### config.mk
export PLATFORM = sky130hd
export DESIGN_NAME = uart_param_core
export DESIGN_NICKNAME = d
export VERILOG_FILES = /design/src/rtl/uart_param_core.sv
export SDC_FILE = /design/constraint.sdc
export NUM_CORES = 1
export LEC_CHECK = 0
export ABC_AREA = 1
export CAP_MARGIN = 20
export CORE_AREA = 2 2 101 103
export DETAILED_ROUTE_END_ITERATION = 12
export DIE_AREA = 0 0 103 105
export PLACE_DENSITY = 0.43
export SETUP_SLACK_MARGIN = 0.3
export SYNTH_ARGS = -nofsm -noshare
export SYNTH_HDL_FRONTEND = slang
export SYNTH_SLANG_ARGS = --single-unit
export TNS_END_PERCENT = 100
### constraint.sdc
create_clock -name clk -period 1.5 [get_ports clk]
set_input_delay 0.225 -clock clk [delete_from_list [all_inputs] [get_ports clk]]
set_output_delay 0.225 -clock clk [all_outputs]
set_load 0.02 [all_outputs]
### src/rtl/uart_param_core.sv
// Full-duplex UART: baud-timed transmitter and mid-bit-sampling receiver with a
// fixed frame format (data width, parity mode, stop bits) chosen at elaboration.
module uart_param_core #(
  parameter int DATA_BITS    = 8,
  parameter int CLKS_PER_BIT = 16,
  parameter int PARITY       = 0,
  parameter int STOP_BITS    = 1
) (
  input  logic                 clk,
  input  logic                 reset,
  input  logic [DATA_BITS-1:0] tx_data,
  input  logic                 tx_valid,
  output logic                 tx_ready,
  output logic                 txd,
  input  logic                 rxd,
  output logic [DATA_BITS-1:0] rx_data,
  output logic                 rx_valid,
  output logic                 rx_parity_err,
  output logic                 rx_frame_err
);

  localparam int BCW = $clog2(2 * CLKS_PER_BIT);
  localparam int BTW = $clog2(DATA_BITS);
  localparam logic [BCW-1:0] BIT_END  = BCW'(CLKS_PER_BIT - 1);
  localparam logic [BCW-1:0] HALF_END = BCW'(CLKS_PER_BIT / 2 - 1);
  localparam logic [BCW-1:0] STOP_END = BCW'(STOP_BITS * CLKS_PER_BIT - 1);
  localparam logic [BTW-1:0] LAST_BIT = BTW'(DATA_BITS - 1);
  localparam logic [BCW-1:0] BAUD_ONE = BCW'(1);
  localparam logic [BTW-1:0] BIT_ONE  = BTW'(1);
  localparam bit             PAR_EN   = (PARITY != 0);

  function automatic logic parity_of(input logic [DATA_BITS-1:0] d);
    return (PARITY == 1) ? ~(^d) : (^d);
  endfunction

  typedef enum logic [2:0] {
    TX_IDLE = 3'd0, TX_START = 3'd1, TX_DATA = 3'd2, TX_PARITY = 3'd3, TX_STOP = 3'd4
  } tx_state_t;

  typedef enum logic [2:0] {
    RX_IDLE = 3'd0, RX_START = 3'd1, RX_DATA = 3'd2, RX_PARITY = 3'd3,
    RX_STOP = 3'd4, RX_WAIT_HIGH = 3'd5
  } rx_state_t;

  tx_state_t             tx_state_q, tx_state_d;
  logic [BCW-1:0]        tx_baud_q, tx_baud_d;
  logic [BTW-1:0]        tx_bit_q, tx_bit_d;
  logic [DATA_BITS-1:0]  tx_shift_q, tx_shift_d;
  logic                  tx_par_q, tx_par_d;
  logic                  txd_q, txd_d;
  logic                  tx_ready_q, tx_ready_d;

  // TX state register; txd and tx_ready are registered from next-state values
  always_ff @(posedge clk or negedge reset) begin
    if (!reset) begin
      tx_state_q <= TX_IDLE;
      tx_baud_q  <= '0;
      tx_bit_q   <= '0;
      tx_shift_q <= '0;
      tx_par_q   <= 1'b0;
      txd_q      <= 1'b1;
      tx_ready_q <= 1'b1;
    end else begin
      tx_state_q <= tx_state_d;
      tx_baud_q  <= tx_baud_d;
      tx_bit_q   <= tx_bit_d;
      tx_shift_q <= tx_shift_d;
      tx_par_q   <= tx_par_d;
      txd_q      <= txd_d;
      tx_ready_q <= tx_ready_d;
    end
  end

  // TX next state and bit timing
  always_comb begin
    tx_state_d = tx_state_q;
    tx_baud_d  = tx_baud_q;
    tx_bit_d   = tx_bit_q;
    tx_shift_d = tx_shift_q;
    tx_par_d   = tx_par_q;
    case (tx_state_q)
      TX_IDLE: begin
        if (tx_valid) begin
          tx_state_d = TX_START;
          tx_baud_d  = '0;
          tx_bit_d   = '0;
          tx_shift_d = tx_data;
          tx_par_d   = parity_of(tx_data);
        end else begin
          tx_baud_d = '0;
        end
      end
      TX_START: begin
        if (tx_baud_q == BIT_END) begin
          tx_state_d = TX_DATA;
          tx_baud_d  = '0;
        end else begin
          tx_baud_d = tx_baud_q + BAUD_ONE;
        end
      end
      TX_DATA: begin
        if (tx_baud_q == BIT_END) begin
          tx_baud_d  = '0;
          tx_shift_d = {1'b0, tx_shift_q[DATA_BITS-1:1]};
          if (tx_bit_q == LAST_BIT) begin
            tx_state_d = PAR_EN ? TX_PARITY : TX_STOP;
            tx_bit_d   = '0;
          end else begin
            tx_bit_d = tx_bit_q + BIT_ONE;
          end
        end else begin
          tx_baud_d = tx_baud_q + BAUD_ONE;
        end
      end
      TX_PARITY: begin
        if (tx_baud_q == BIT_END) begin
          tx_state_d = TX_STOP;
          tx_baud_d  = '0;
        end else begin
          tx_baud_d = tx_baud_q + BAUD_ONE;
        end
      end
      TX_STOP: begin
        if (tx_baud_q == STOP_END) begin
          tx_state_d = TX_IDLE;
          tx_baud_d  = '0;
        end else begin
          tx_baud_d = tx_baud_q + BAUD_ONE;
        end
      end
      default: begin
        tx_state_d = TX_IDLE;
        tx_baud_d  = '0;
      end
    endcase
  end

  // TX line level and ready for the upcoming cycle
  always_comb begin
    txd_d      = 1'b1;
    tx_ready_d = 1'b0;
    case (tx_state_d)
      TX_IDLE:   tx_ready_d = 1'b1;
      TX_START:  txd_d = 1'b0;
      TX_DATA:   txd_d = tx_shift_d[0];
      TX_PARITY: txd_d = tx_par_d;
      TX_STOP:   txd_d = 1'b1;
      default:   txd_d = 1'b1;
    endcase
  end

  assign txd      = txd_q;
  assign tx_ready = tx_ready_q;

  rx_state_t             rx_state_q, rx_state_d;
  logic                  rx_meta_q, rs_q;
  logic [BCW-1:0]        rx_baud_q, rx_baud_d;
  logic [BTW-1:0]        rx_bit_q, rx_bit_d;
  logic [DATA_BITS-1:0]  rx_shift_q, rx_shift_d;
  logic                  rx_perr_q, rx_perr_d;
  logic [DATA_BITS-1:0]  rx_data_q, rx_data_d;
  logic                  rx_valid_q, rx_valid_d;
  logic                  rx_parity_err_q, rx_parity_err_d;
  logic                  rx_frame_err_q, rx_frame_err_d;

  // RX synchroniser, state and delivered-frame registers
  always_ff @(posedge clk or negedge reset) begin
    if (!reset) begin
      rx_meta_q       <= 1'b1;
      rs_q            <= 1'b1;
      rx_state_q      <= RX_IDLE;
      rx_baud_q       <= '0;
      rx_bit_q        <= '0;
      rx_shift_q      <= '0;
      rx_perr_q       <= 1'b0;
      rx_data_q       <= '0;
      rx_valid_q      <= 1'b0;
      rx_parity_err_q <= 1'b0;
      rx_frame_err_q  <= 1'b0;
    end else begin
      rx_meta_q       <= rxd;
      rs_q            <= rx_meta_q;
      rx_state_q      <= rx_state_d;
      rx_baud_q       <= rx_baud_d;
      rx_bit_q        <= rx_bit_d;
      rx_shift_q      <= rx_shift_d;
      rx_perr_q       <= rx_perr_d;
      rx_data_q       <= rx_data_d;
      rx_valid_q      <= rx_valid_d;
      rx_parity_err_q <= rx_parity_err_d;
      rx_frame_err_q  <= rx_frame_err_d;
    end
  end

  // RX next state: half-bit start check, then samples at bit centres
  always_comb begin
    rx_state_d = rx_state_q;
    rx_baud_d  = rx_baud_q;
    rx_bit_d   = rx_bit_q;
    rx_shift_d = rx_shift_q;
    rx_perr_d  = rx_perr_q;
    case (rx_state_q)
      RX_IDLE: begin
        rx_baud_d = '0;
        if (!rs_q) begin
          rx_state_d = RX_START;
          rx_perr_d  = 1'b0;
        end else begin
          rx_state_d = RX_IDLE;
        end
      end
      RX_START: begin
        if (rx_baud_q == HALF_END) begin
          rx_state_d = rs_q ? RX_IDLE : RX_DATA;
          rx_baud_d  = '0;
          rx_bit_d   = '0;
        end else begin
          rx_baud_d = rx_baud_q + BAUD_ONE;
        end
      end
      RX_DATA: begin
        if (rx_baud_q == BIT_END) begin
          rx_baud_d  = '0;
          rx_shift_d = {rs_q, rx_shift_q[DATA_BITS-1:1]};
          if (rx_bit_q == LAST_BIT) begin
            rx_state_d = PAR_EN ? RX_PARITY : RX_STOP;
            rx_bit_d   = '0;
          end else begin
            rx_bit_d = rx_bit_q + BIT_ONE;
          end
        end else begin
          rx_baud_d = rx_baud_q + BAUD_ONE;
        end
      end
      RX_PARITY: begin
        if (rx_baud_q == BIT_END) begin
          rx_state_d = RX_STOP;
          rx_baud_d  = '0;
          rx_perr_d  = rs_q ^ parity_of(rx_shift_q);
        end else begin
          rx_baud_d = rx_baud_q + BAUD_ONE;
        end
      end
      RX_STOP: begin
        if (rx_baud_q == BIT_END) begin
          rx_state_d = rs_q ? RX_IDLE : RX_WAIT_HIGH;
          rx_baud_d  = '0;
        end else begin
          rx_baud_d = rx_baud_q + BAUD_ONE;
        end
      end
      RX_WAIT_HIGH: begin
        rx_baud_d = '0;
        if (rs_q) begin
          rx_state_d = RX_IDLE;
        end else begin
          rx_state_d = RX_WAIT_HIGH;
        end
      end
      default: begin
        rx_state_d = RX_IDLE;
        rx_baud_d  = '0;
      end
    endcase
  end

  // RX delivery on the stop-bit sample; data and flags hold between frames
  always_comb begin
    rx_valid_d      = 1'b0;
    rx_data_d       = rx_data_q;
    rx_parity_err_d = rx_parity_err_q;
    rx_frame_err_d  = rx_frame_err_q;
    if (rx_state_q == RX_STOP && rx_baud_q == BIT_END) begin
      rx_valid_d      = 1'b1;
      rx_data_d       = rx_shift_q;
      rx_parity_err_d = rx_perr_q;
      rx_frame_err_d  = ~rs_q;
    end else begin
      rx_valid_d = 1'b0;
    end
  end

  assign rx_data       = rx_data_q;
  assign rx_valid      = rx_valid_q;
  assign rx_parity_err = rx_parity_err_q;
  assign rx_frame_err  = rx_frame_err_q;

endmodule

---- Word level (Yosys, flattened, before mapping) ----
Index checks and enable logic that the tools add are counted.
storage, ports and cells
  flip-flop bits (word level) ............. 55
  latch bits .............................. 0
  RAM bits ................................ 0
  bits in read-only memories .............. 0
  input bits .............................. 12
  output and inout port bits .............. 13
  logic and storage cells ................. 106
  memories kept ........................... 0
operators by class
  $add $sub $neg .......................... 4
  $mul .................................... 0
  divide/modulo/power cells ............... 0
  magnitude comparators ................... 0
  eq/ne operators ......................... 25
  shift operators ......................... 0
  mux-type cells .......................... 40
  bitwise gates (word level) .............. 2
  reductions and logical operators ........ 16
operator list
  kind                   number
  $mux W3                18
  $mux W5                4
  $eq A3 B2 Y1 const B   6
  $pmux W3 S6            1
  $mux W8                2
  $ne A2 B2 Y1 const B   8
  $pmux W8 S2            1
  $reduce_xor A8 Y1      2
  $eq A3 B3 Y1 const B   5
  $pmux W3 S5            1
  $pmux W3 S2            2
  $add A5 B1 Y5 const B  2
  $eq A5 B4 Y1 const B   2
  $pmux W5 S2            1
  $eq A3 B1 Y1 const B   3
  $logic_not A3 Y1       3
  $reduce_and A3 Y1      3
  $mux W1                7
  $add A3 B1 Y3 const B  2
  $reduce_bool A2 Y1     3
  $eq A5 B3 Y1 const B   1
  $reduce_and A5 Y1      1
  $reduce_or A4 Y1       1
  $pmux W1 S3            1
  other kinds (7)        7

---- Depth between registers and ports, before layout ----
  depth after elaboration ................. 6
  gate-level depth with buffers ........... 10
  gate-level depth less buffers ........... 10

---- Worst setup path after synthesis ----
Ideal clock, no wire load.
  path type ............................... register to register
  from .................................... register rx_baud_q[0]
  to ...................................... register rx_shift_q[0]
  setup time .............................. 0.131 ns
  arrival time ............................ 1.520 ns
  data required time ...................... 1.369 ns
  path slack .............................. -0.151 ns
  stages on the path, launching flop included .. 9
  buffers on the path ..................... 1
  clock period less this slack ............ 1.651 ns
  cell sequence ........................... dfrtp_1 ha_1 nand2_1 nor2_1 ha_1 inv_1 nor2_2 clkbuf_1 o21ai_0
on the way
  cells in the longest elaborated chain, start to end .. 2
ends and longest elaborated chain
  element                             RTL line  text
  start, declared                     157       logic [BCW-1:0] rx_baud_q, rx_baud_d;
  start signal, assigned              184       rx_baud_q <= rx_baud_d;
  $eq A5 B4 Y1                        222       if (rx_baud_q == BIT_END) begin
  $reduce_and A2 Y1 (no source line)  --
  end signal, assigned                186       rx_shift_q <= rx_shift_d;
  end, declared                       159       logic [DATA_BITS-1:0] rx_shift_q, rx_shift_d;
Every way passes these cells.
A chain may end at the register's enable or synchronous reset.

---- Worst setup path in the final report ----
  from .................................... register rx_baud_q[1]
  to ...................................... register rx_baud_q[2]
on the way
  cells in the longest elaborated chain, start to end .. 3
ends and longest elaborated chain
  element                                      RTL line  text
  $add A5 B1 Y5, or another cell as far along  --
  $mux W5 (on tied branches)                   --
  $pmux W5 S2 (*)                              202       case (rx_state_q)
  via rx_baud_d[2]                             157
Mark *: on every way through the listed nets, which the timed path passes. The rest lies on a longest branch.

==> flow_summary.json <==
{
  "synth_fa_ha_area_share_pct": 3.740,
  "ant_nets": 0,
  "yosys.area.top_type": "dfrtp_1",
  "synthCells": 317,
  "area_growth_pct": 39.08,
  "initial_core_util_pct": 27.76,
  "gp_congestion": 0.7462,
  "leakage_uw": 0.001796,
  "antenna_found_initial": 0,
  "synth_top_family_by_area": "simple AND/OR/NAND/NOR gates",
  "place_inst": 490,
  "ir_worst_vdd_mv": 0.4298,
  "drive_above_1_share_pct": 33.25,
  "cp_top_family": "flip-flops",
  "antenna_cells": 0,
  "dp_hpwl_um": 3878,
  "wl_per_cell_um": 11.33,
  "fmax_mhz": 664.5,
  "timing.rr.end": "rx_baud_q[2]",
  "synth-compound-area-share_pct": 9.864,
  "worstSetupStartpointType": "register",
  "viasPerCell": 4.346,
  "fp.dieW_um": 103,
  "gr-total-overflow": 0,
  "dp_slack_ns": -0.09960,
  "r2r_start": "rx_baud_q[1]",
  "dieArea_um2": 10820,
  "cts_tree": "yes",
  "hold_violations": 0,
  "netlist_area_um2": 2676,
  "via_count": 2225,
  "grt_first_pass_wirelength_um": 9791,
  "status": "complete, but fails checks",
  "cp_slowest_cell": "dfrtp_1",
  "cts_root_buffer": "clkbuf_8",
  "setup_viol": 1,
  "worstPathMaxFanout": 4,
  "synthMuxAreaShare_pct": 0,
  "io_pins": 25,
  "r2r_slack_ns": -0.005,
  "netlist_top_cells_count": "nand2_1 (94), dfrtp_1 (51), inv_1 (42)",
  "synth_warnings": 0,
  "drv_slew": 0,
  "max_cap_violations": 0,
  "finalWorstSetupSlack_ns": -0.004866,
  "power_density_nw_per_um2": 891.8,
  "clkTransAtPathRegs_ns": 0.10,
  "num-nets-final": 398,
  "grt_max_degree": 56,
  "multi_input_area_um2": 1393,
  "grt_pass1_vias": 2221,
  "htreeDepth": 2,
  "dr_wl_met3_um": 165,
  "wirelength_um": 5803,
  "crit_chain": "ha_4, nand2_4, nor2_4, ha_4, inv_6, buf_4, buf_6, a21oi_4, nor3b_2",
  "arrival_ns": 1.71,
  "worstHoldStart": "rxd",
  "path_common_cell": "ha_4",
  "ys_seq_elements": 55,
  "post-synth-top-count-cell": "nand2_1",
  "whs_path_depth": 1,
  "register_area_um2": 1383,
  "insertion_delay_ns": 0.31,
  "grtUsageTotal_pct": 11.22,
  "finalNonFillerCells": 512,
  "seq_area_frac_synth_pct": 51.61,
  "first_pass_iters": 4,
  "drc": 0,
  "yosysTopAreaCellShare_pct": 47.69,
  "synth_ff_type": "dfrtp_1",
  "finalCritPeriodShare_pct": 100.3,
  "io_buffers": 24,
  "rr_worst_depth": 9,
  "fillers": 1007,
  "synth.area.top_cells": "dfrtp_1 (48%), nand2_1 (13%), inv_1 (5.9%)",
  "clock-sinks": 55,
  "num_rows": 36,
  "top_layer": "met4",
  "hold_end": "rx_meta_q",
  "wl_met2_um": 2902,
  "worstMarginPinSlew_ns": 0.2994,
  "drt_iter0_markers": 70,
  "fin_skew_ns": 0.004989,
  "die_h_um": 105,
  "slew_headroom_pct": 79.96,
  "wl_met1_um": 2681,
  "cp-end-kind": "register",
  "synth_nets": 337,
  "synth-edff-count": 0,
  "core_area_um2": 9639,
  "cts_buffers": 5,
  "hold_path.class": "in -> reg",
  "path_class": "reg -> reg",
  "synthSimpleGateAreaFrac_pct": 26.27,
  "path_buf_inv": 3,
  "synth_area_per_cell_um2": 8.443,
  "rsz0062_at_grt": "true",
  "cp.required_ns": 1.71,
  "max_stage_delay_ns": 0.40,
  "period_needed_ns": 1.505,
  "async_flop_share_pct": 100.0,
  "cts_buffer_depth": 2,
  "synthDistinctLibCells": 35,
  "violations": "setup timing",
  "synth-xor-area-share_pct": 1.636
}
[power by group]
| group | internal (µW) | leakage [µW] | switching (µW) | total, µW |
|---|---|---|---|---|
| clock network | 423 | 0.0000515 | 489 | 913 |
| logic | 330 | 0.00104 | 445 | 775 |
| registers | 1560 | 0.000707 | 71.7 | 1630 |
[final cells by class]
cell class / instances / area share (%)
sequential: 55 / 37.14
multi-input combinational: 214 / 37.41
timing repair buffer: 56 / 13.11
clock buffer: 8 / 2.689
tap: 133 / 4.471
inverter: 46 / 5.176
[state kept, by name (all words and copies together) (netlist names), 3 cells and up]
name        flops
rx_baud_q       5
tx_state_q      3
tx_shift_q      8
tx_bit_q        3
rx_bit_q        3
rx_data         8
rx_shift_q      8
rx_state_q      3
tx_baud_q       5
[repair_timing]
item | 4_1_cts | 5_1_grt
pin swaps | 30 | 19
hold buffers | 1 | 0
gates resized for setup | 78 | 56
hold endpoints to repair | 51 | 0
setup buffers | 10 | 3
endpoints found under the setup margin | 62 | 64
[kinds of logic after synthesis]
family,after synthesis
AOI/OAI and AO/OA,45
and+or+nand+nor,156
buffers and inverters,48
xor gates and xnor gates,5
adders and majority gates,8
DFF,55
[how the worst max path moves through the flow]
stage	startpoint	cells after the start	slack [ns]	to
6_report	rx_baud_q[1]	9	-0.005	rx_baud_q[2]
5_1_grt	rx_baud_q[1]	9	-0.09	rx_bit_q[0]
4_1_cts	tx_baud_q[1]	9	-0.06	tx_ready
3_5_place_dp	tx_baud_q[1]	8	-0.1	tx_ready
3_3_place_gp	tx_baud_q[1]	8	-0.1	tx_ready
2_1_floorplan	rx_baud_q[0]	9	-0.02	rx_bit_q[0]
[layout by cell type, fill, tap and decap left out, types with 4 or more instances in the layout]
| cell type | count |
|---|---|
| nand3_2 | 4 |
| clkbuf_8 | 7 |
| clkdlybuf4s50_1 | 10 |
| nor3_4 | 4 |
| buf_2 | 11 |
| ha_1 | 4 |
| o21ai_0 | 6 |
| nor2_4 | 5 |
| nand2_2 | 12 |
| inv_2 | 7 |
| nor2_1 | 12 |
| nor2_2 | 4 |
| dfrtp_1 | 50 |
| ha_4 | 4 |
| inv_1 | 34 |
| nand2_1 | 83 |
| nand3_1 | 16 |
| dfstp_2 | 4 |
| o221ai_2 | 4 |
| buf_6 | 12 |
| nand2_4 | 7 |
| buf_4 | 19 |
| o21ai_1 | 19 |
[layer usage]
layer,GRT usage [%],up-vias
li1,-,1136
met1,14.75,1059
met2,18.55,25
met3,2.408,5
met4,2.914,0
met5,0,-
[through the flow]
stage	area [µm²]	hold slack, ns	total power [µW]	utilization, %	TNS, ns
finish	3722	0.3461	3320	38.62	-0.004866
global route	3722	0.3470	3541	38.62	-1.641
CTS	3580	0.3375	3306	37.14	-0.3392
detailed placement	3289	0.2559	2233	34.13	-0.3678
global placement	3289	0.2543	2227	34.13	-0.2051
floorplan	2744	-0.07059	1981	-	-0.04042
Power figures use the tool's default switching activity.
